$ cat config.mk
export PLATFORM = sky130hd
export DESIGN_NAME = bcd_seg7_scan
export DESIGN_NICKNAME = d
export VERILOG_FILES = /design/src/rtl/bcd_seg7_pkg.sv /design/src/rtl/bcd_to_seg7.sv /design/src/rtl/bcd_seg7_scan.sv
export SDC_FILE = /design/constraint.sdc
export NUM_CORES = 1
export LEC_CHECK = 0
export CAP_MARGIN = 30
export CELL_PAD_IN_SITES_DETAIL_PLACEMENT = 1
export CELL_PAD_IN_SITES_GLOBAL_PLACEMENT = 2
export CORE_ASPECT_RATIO = 0.7
export CORE_UTILIZATION = 29
export DETAILED_ROUTE_END_ITERATION = 10
export GPL_TIMING_DRIVEN = 0
export PLACE_DENSITY_LB_ADDON = 0.1
export SLEW_MARGIN = 20
export SYNTH_ARGS = -nofsm -noshare
export SYNTH_HDL_FRONTEND = slang
export SYNTH_SLANG_ARGS = --single-unit
$ cat constraint.sdc
create_clock -name clk -period 1.85 [get_ports clk]
set_input_delay 0.37 -clock clk [delete_from_list [all_inputs] [get_ports clk]]
set_output_delay 0.37 -clock clk [all_outputs]
set_load 0.02 [all_outputs]
$ cat src/rtl/bcd_seg7_pkg.sv
// bcd_seg7_scan shared types and constants.
// Active-low 7-segment patterns {g,f,e,d,c,b,a} and scan FSM states.
package bcd_seg7_pkg;

  localparam int DIGITS = 3;

  localparam logic [6:0] SEG_0     = 7'h40;
  localparam logic [6:0] SEG_1     = 7'h79;
  localparam logic [6:0] SEG_2     = 7'h24;
  localparam logic [6:0] SEG_3     = 7'h30;
  localparam logic [6:0] SEG_4     = 7'h19;
  localparam logic [6:0] SEG_5     = 7'h12;
  localparam logic [6:0] SEG_6     = 7'h02;
  localparam logic [6:0] SEG_7     = 7'h78;
  localparam logic [6:0] SEG_8     = 7'h00;
  localparam logic [6:0] SEG_9     = 7'h10;
  localparam logic [6:0] SEG_DASH  = 7'h3F;
  localparam logic [6:0] SEG_BLANK = 7'h7F;

  typedef enum logic {
    IDLE,
    SCAN
  } state_t;

endpackage

$ cat src/rtl/bcd_to_seg7.sv
// BCD nibble to active-low 7-segment pattern.
// Non-decimal nibbles (A..F) show a dash.
module bcd_to_seg7
  import bcd_seg7_pkg::*;
(
  input  logic [3:0] nib,
  output logic [6:0] seg
);

  // pure lookup, dash for anything above 9
  always_comb begin
    seg = SEG_DASH;
    case (nib)
      4'd0: seg = SEG_0;
      4'd1: seg = SEG_1;
      4'd2: seg = SEG_2;
      4'd3: seg = SEG_3;
      4'd4: seg = SEG_4;
      4'd5: seg = SEG_5;
      4'd6: seg = SEG_6;
      4'd7: seg = SEG_7;
      4'd8: seg = SEG_8;
      4'd9: seg = SEG_9;
      default: seg = SEG_DASH;
    endcase
  end

endmodule

$ cat src/rtl/bcd_seg7_scan.sv
// Double-buffered 3-digit common-anode 7-segment scanner.
// Optional BCD_SEG7_LZB_EN enables leading-zero blanking.
module bcd_seg7_scan
  import bcd_seg7_pkg::*;
#(
  parameter int CLK_DIV = 4
) (
  input  logic        clk,
  input  logic        rst_n,
  input  logic        in_valid,
  output logic        in_ready,
  input  logic [11:0] packed_bcd,
  output logic [2:0]  an,
  output logic [6:0]  seg
);

  localparam int CW = (CLK_DIV > 2) ? $clog2(CLK_DIV) : 1;
  localparam logic [CW-1:0] CNT_MAX = CW'(CLK_DIV - 1);
  localparam logic [1:0] IDX_MAX = 2'(DIGITS - 1);

  state_t      state_q, state_d;
  logic [CW-1:0] cnt_q, cnt_d;
  logic [1:0]  idx_q, idx_d;
  logic [11:0] disp_q, disp_d;
  logic [11:0] shadow_q, shadow_d;
  logic        pend_q, pend_d;
  logic [2:0]  an_q, an_d;
  logic [6:0]  seg_q, seg_d;

  logic        tick;
  logic        frame_end;
  logic        accept;
  logic        blank;
  logic [3:0]  nib;
  logic [6:0]  dig_seg;

  assign in_ready  = !pend_q;
  assign accept    = in_valid && !pend_q;
  assign tick      = (state_q == SCAN) && (cnt_q == CNT_MAX);
  assign frame_end = tick && (idx_q == IDX_MAX);
  assign an        = an_q;
  assign seg       = seg_q;

  // pick the nibble of the digit being scanned
  always_comb begin
    nib = disp_q[3:0];
    case (idx_q)
      2'd1: nib = disp_q[7:4];
      2'd2: nib = disp_q[11:8];
      default: nib = disp_q[3:0];
    endcase
  end

  bcd_to_seg7 u_dec (
    .nib (nib),
    .seg (dig_seg)
  );

`ifdef BCD_SEG7_LZB_EN
  assign blank = ((idx_q == 2'd2) && (disp_q[11:8] == 4'd0)) ||
                 ((idx_q == 2'd1) && (disp_q[11:4] == 8'd0));
`else
  assign blank = 1'b0;
`endif

  // scan FSM, prescaler, buffers and registered digit drive
  always_comb begin
    state_d  = state_q;
    cnt_d    = cnt_q;
    idx_d    = idx_q;
    disp_d   = disp_q;
    shadow_d = shadow_q;
    pend_d   = pend_q;
    an_d     = 3'b111;
    seg_d    = SEG_BLANK;
    unique case (state_q)
      IDLE: begin
        if (pend_q) begin
          disp_d  = shadow_q;
          pend_d  = 1'b0;
          state_d = SCAN;
          idx_d   = 2'd0;
          cnt_d   = '0;
        end
      end
      SCAN: begin
        cnt_d = tick ? '0 : cnt_q + 1'b1;
        if (tick)
          idx_d = (idx_q == IDX_MAX) ? 2'd0 : idx_q + 2'd1;
        if (frame_end && pend_q) begin
          disp_d = shadow_q;
          pend_d = 1'b0;
        end
        if (!blank) begin
          an_d  = ~(3'b001 << idx_q);
          seg_d = dig_seg;
        end
      end
    endcase
    if (accept) begin
      shadow_d = packed_bcd;
      pend_d   = 1'b1;
    end
  end

  // state registers with synchronous active-low reset
  always_ff @(posedge clk) begin
    if (!rst_n) begin
      state_q  <= IDLE;
      cnt_q    <= '0;
      idx_q    <= 2'd0;
      disp_q   <= 12'd0;
      shadow_q <= 12'd0;
      pend_q   <= 1'b0;
      an_q     <= 3'b111;
      seg_q    <= SEG_BLANK;
    end else begin
      state_q  <= state_d;
      cnt_q    <= cnt_d;
      idx_q    <= idx_d;
      disp_q   <= disp_d;
      shadow_q <= shadow_d;
      pend_q   <= pend_d;
      an_q     <= an_d;
      seg_q    <= seg_d;
    end
  end

endmodule
# --- Word level (Yosys, flattened, before mapping) ---
# Memories as Yosys holds them, arrays and structs flattened. A register that Yosys moved wholly into a read port is not among the register bits.
# Index checks and enable logic that the tools add are counted.
op_classes:
  addsub: 2
  bitwise_logic: 2
  shifts: 1
  reduce_logical: 9
  eq_ne: 7
  mux: 15
op_table:
  columns: ["cell", "count"]
  rows:
  - ["$mux 12", 2]
  - ["$pmux 12 s2", 1]
  - ["$mux 2", 4]
  - ["$pmux 2 s2", 2]
  - ["$pmux 4 s2", 1]
  - ["$reduce_and 2->1", 3]
  - ["$add 2x1->2 const B", 2]
  - ["$eq 2x2->1 const B", 2]
  - ["$logic_and 1x1->1", 4]
  - ["$mux 1", 4]
  - ["$ne 2x1->1 const B", 2]
  - ["$ne 3x1->1 const B", 1]
  - ["$not 3->3", 1]
  - ["$shl 1x2->3 const A", 1]
  - ["$eq 2x1->1 const B", 1]
  - ["$logic_not 1->1", 2]
  - ["$ne 2x2->1 const B", 1]
  - ["$pmux 1 s2", 1]
  - ["$not 1->1", 1]
totals:
  input_bits: 15
  register_bits: 33
  n_memories: 1
  rom_bits: 112
  word_cells: 44
  out_inout_bits: 11
mem_list:
  columns: ["name", "depth", "width", "read_ports", "rd_clocked_by_memory_dff", "write_ports", "line_no", "source"]
  rows:
  - ["(name not given)", 16, 7, 1, 1, 0, "bcd_to_seg7.sv:13", "case (nib)"]

# --- Longest topological paths before layout ---
logic_depth:
  word_depth: 7
  mapped_depth: 9
  depth_no_buf: 8

# --- Hierarchy ---
# A second synthesis with hierarchy kept.
hier_totals:
  cells_unflattened: 202
  hier_area_um2: 1803.0
modules_own_cells:
  columns: ["mod", "instances", "area_per_inst_um2", "cells_per_inst", "seq_area_each_um2"]
  rows:
  - ["bcd_seg7_scan", 1, 1579.0, 171, 800.8]
  - ["bcd_to_seg7", 1, 224.0, 31, 0.0]

# --- Worst setup path after synthesis ---
# Ideal clock, no wire load.
synth_path:
  path_type: "reg-to-reg"
  startpoint: "register idx_q[0]"
  endpoint: "register seg_q[3] (netlist: seg[3])"
  path_buffers: 1
  t_required_ps: 1725
  t_arrival_ps: 1609
  setup_slack_ps: 116
  period_less_slack_ps: 1734
  stages_incl_launch_ff: 10
  setup_ps: 125
  cell_sequence: "dfxtp_1 > inv_1 > ha_1 > buf_2 > nor2_1 > a21oi_2 > inv_1 > ha_1 > a21o_1 > nand3_1"
synth_between:
  elab_chain_len: 2
  elab_cells_between_ends: 3
  cone_classes: "eq/ne: 2; mux: 1"
synth_lines:
  columns: ["element", "line_no", "source"]
  rows:
  - ["start, declared", "bcd_seg7_scan.sv:23", "logic [1:0] idx_q, idx_d;"]
  - ["start signal, assigned", "bcd_seg7_scan.sv:120", "idx_q <= idx_d;"]
  - ["$eq 2x2->1 / $eq 2x1->1 (equally long branches)", "bcd_seg7_scan.sv:47", "case (idx_q)"]
  - ["$pmux 4 s2 *", "bcd_seg7_scan.sv:47", null]
  - ["end, declared", "bcd_seg7_scan.sv:28", "logic [6:0] seg_q, seg_d;"]
# Every way passes the cells marked *; elsewhere a longest branch is shown, timed or not.
# A chain may end at the register's enable or synchronous reset.

# --- Worst setup path in the final report ---
layout_path:
  startpoint: "register idx_q[0]"
  endpoint: "register seg_q[5] (netlist: seg[5])"
# The elaborated chain is that of the path after synthesis.

==> reports/qor.csv <==
stage;metric;value;unit
detailed_routing;Vias;1336;
cts;H-Tree Depth;2;
timing;clk_skew;7.98;ps
power_and_ir_drop;PD cells;798;nW/um^2
hold_path;Hold Crit Class;reg -> reg;
logic_synthesis;Async SR Flop Fraction;0;%
detailed_routing;1st-pass router iterations;4;
critical_path;Worst Path Required;2020;ps
die;die width;93.9;um
cts;CTS sink count;40;
logic_synthesis;EDFF count, synth;0;
cts;Clock Path Buffers;2;
detailed_routing;Routed wire per std cell;14.3;um
timing;Final setup viols;0;
layout;# diodes;0;
logic_synthesis;Avg Inst Size Synth;9.48;um^2
timing;post-route setup slack;91.6;ps
global_routing;vias in the first global route;1350;
critical_path;CP Data Arrival Time;1920;ps
detailed_routing;final WL;4.16;mm
detailed_routing;DRC viols;0;
placed_design;RD Place Congestion;0.732;
logic_synthesis;fraction of the yosys area taken by sequential cells;46.7;%
layout;nets@finish;238;
global_routing;global-route usage over all layers;14.4;%
timing;final hold violation count;0;
logic_synthesis;Syn Nets;203;
layout;area grow syn2layout;28.4;%
logic_synthesis;Synth Instances;181;
die;I/O pins;26;
global_routing;first-pass GRT wire length;6.80;mm
timing;slew margin rel.;72.3;%
power_and_ir_drop;Peak VDD IR;0.300;mV
timing;Tightest Pin Transition;416;ps
logic_synthesis;Synth warnings;0;
flow_run;Max Cap Viol;0;
layout;Finished Core Util;38.5;%
timing;final worst-path cycle share;95.0;%
logic_synthesis;post-synth cell types;33;
logic_synthesis;Primary FF master, synth;dfxtp_1;
die;Die Y;66.3;um
power_and_ir_drop;Leak;0.859;nW
timing;RSZ-0062 raised after global routing;true;
status;status;completed;
logic_synthesis;share of the synthesized area in the top cell type;46.7;%
die;Core ar.;5730;um^2
timing;Tmin final;1760;ps
layout;share of cells above drive strength 1;14.7;%
critical_path;Crit. End Element;flip-flop;
detailed_routing;Via density;4.58;
logic_synthesis;Commonest cells post-synth;dfxtp_1, nand2_1, nor2b_1;
placed_design;dpl ws;-126;ps
placed_design;IO buf count;25;
cts;Clock transition at path regs;80;ps
logic_synthesis;synth top area cells;dfxtp_1, mux2i_1, nand2_1;
critical_path;crit-path max FO;9;
die;num rows;23;
critical_path;Critical Path Start Type;flip-flop;
cts;CTS root buf;clkbuf_8;
cts;hold buffers post-CTS;0;
cts;CTS buffer count;5;
critical_path;Crit Path Class;reg -> reg;
global_routing;global route overflow;0;
logic_synthesis;synthesized area;1720;um^2
detailed_routing;initial drt markers;46;
cts;worst skew pair latency;290;ps
cts;CTS tree;built;
placed_design;DPL Wire Length;3.13;mm
global_routing;initial antenna violation count;0;
timing;Peak Freq;569;MHz
global_routing;pin count of the biggest net entering global routing;13;
detailed_routing;Routed Antenna Nets;0;
logic_synthesis;count leader, synth;dfxtp_1;
die;Die Area;6230;um^2
logic_synthesis;synthesized flop and latch total;40;
timing;count of pins over their slew limit;0;
die;initial core utilization;30.0;%
logic_synthesis;post-synth top area cell;dfxtp_1;
==> final timing paths <==
path                start           end  slack (ps)  cells after the start
max              idx_q[0]        seg[5]          90                      9
min          shadow_q[10]  shadow_q[10]         470                      2
max reg2reg      idx_q[0]        seg[5]          90                      9
min reg2reg  shadow_q[10]  shadow_q[10]         470                      2
==> routing by layer <==
metal | GRT usage, % | part of all wire, % | vias up
met5 | 0 | 0 | -
met4 | 3.46 | 0.55 | 0
met3 | 3.79 | 2.9 | 4
met2 | 22.0 | 43 | 14
met1 | 20.1 | 53 | 635
li1 | - | - | 683
==> cell type report <==
cell class	instances	area, um^2
Fill cell	670	3520
Multi-Input combinational cell	127	847
Sequential cell	40	805
Timing Repair Buffer	28	273
Tap cell	75	93.8
Clock buffer	6	82.6
Buffer	9	70.1
Inverter	5	21.3
Clock inverter	2	10.0
==> worst max-delay path: stages (launching register included) <==
cell and delay (ps):
dfxtp_2 350, inv_1 60, ha_1 310, buf_6 140
nor2_1 90, a21o_2 170, inv_4 70, ha_1 200
nor3_2 160, o21ai_1 70
==> power breakdown <==
part           switching (mW)  internal, mW  total (mW)  leakage (nW)
sequential             0.0226         0.899       0.922         0.328
combinational           0.108         0.114       0.222         0.480
clock                   0.315         0.298       0.613        0.0510
==> through the flow <==
| step | cells | power (mW) | hold WS (ps) | area (um^2) | setup TNS, ps |
|---|---|---|---|---|---|
| final | 292 | 1.76 | 470 | 2200 | 0 |
| after global routing | 292 | 1.85 | 507 | 2200 | -36.4 |
| after CTS | 290 | 1.78 | 478 | 2170 | 0 |
| after detailed placement | 281 | 1.17 | 466 | 2060 | -385 |
| after global placement | 281 | 1.16 | 460 | 2060 | -175 |
| after floorplan | 181 | 1.07 | 443 | 1720 | 0 |
==> kinds of logic (layout without fill, tap and decap cells) <==
logic type / count (synthesis) / in the layout / synth area share, %
simple gates: 66 / 66 / 19.0
compound gates: 42 / 42 / 17.4
flops: 40 / 40 / 46.7
buf+inv: 14 / 50 / 4.81
mux: 12 / 12 / 7.00
fa+ha+maj: 7 / 7 / 5.11
==> registers in the layout, summed over array words and instances, names as in the netlist <==
name      flops
seg           7
disp_q       12
idx_q         2
an            3
pend_q        1
shadow_q     12
state_q       1
cnt_q         2
==> placed cells by master (no fill, tap or decap), types with 2 or more instances in the layout <==
cell type,n
o21ai_0,5
ha_1,5
nand3_1,5
dfxtp_1,37
a211oi_1,2
buf_6,2
clkbuf_8,6
nand2_1,30
mux2i_1,12
nor2b_1,17
a22oi_1,4
a21o_1,3
a21boi_0,12
ha_2,2
dfxtp_2,3
inv_1,4
clkinv_2,2
clkbuf_1,4
a21oi_1,5
a21oi_2,3
clkdlybuf4s50_1,25
buf_4,4
nor2_1,6
o21ai_1,3
a32oi_1,2
==> repair_timing <==
item	4_1_cts	5_1_grt
resized for setup	6	4
setup buffers	1	2
endpoints found under the hold margin	0	0
setup endpoints to repair	7	5
Power figures use the tool's default switching activity.
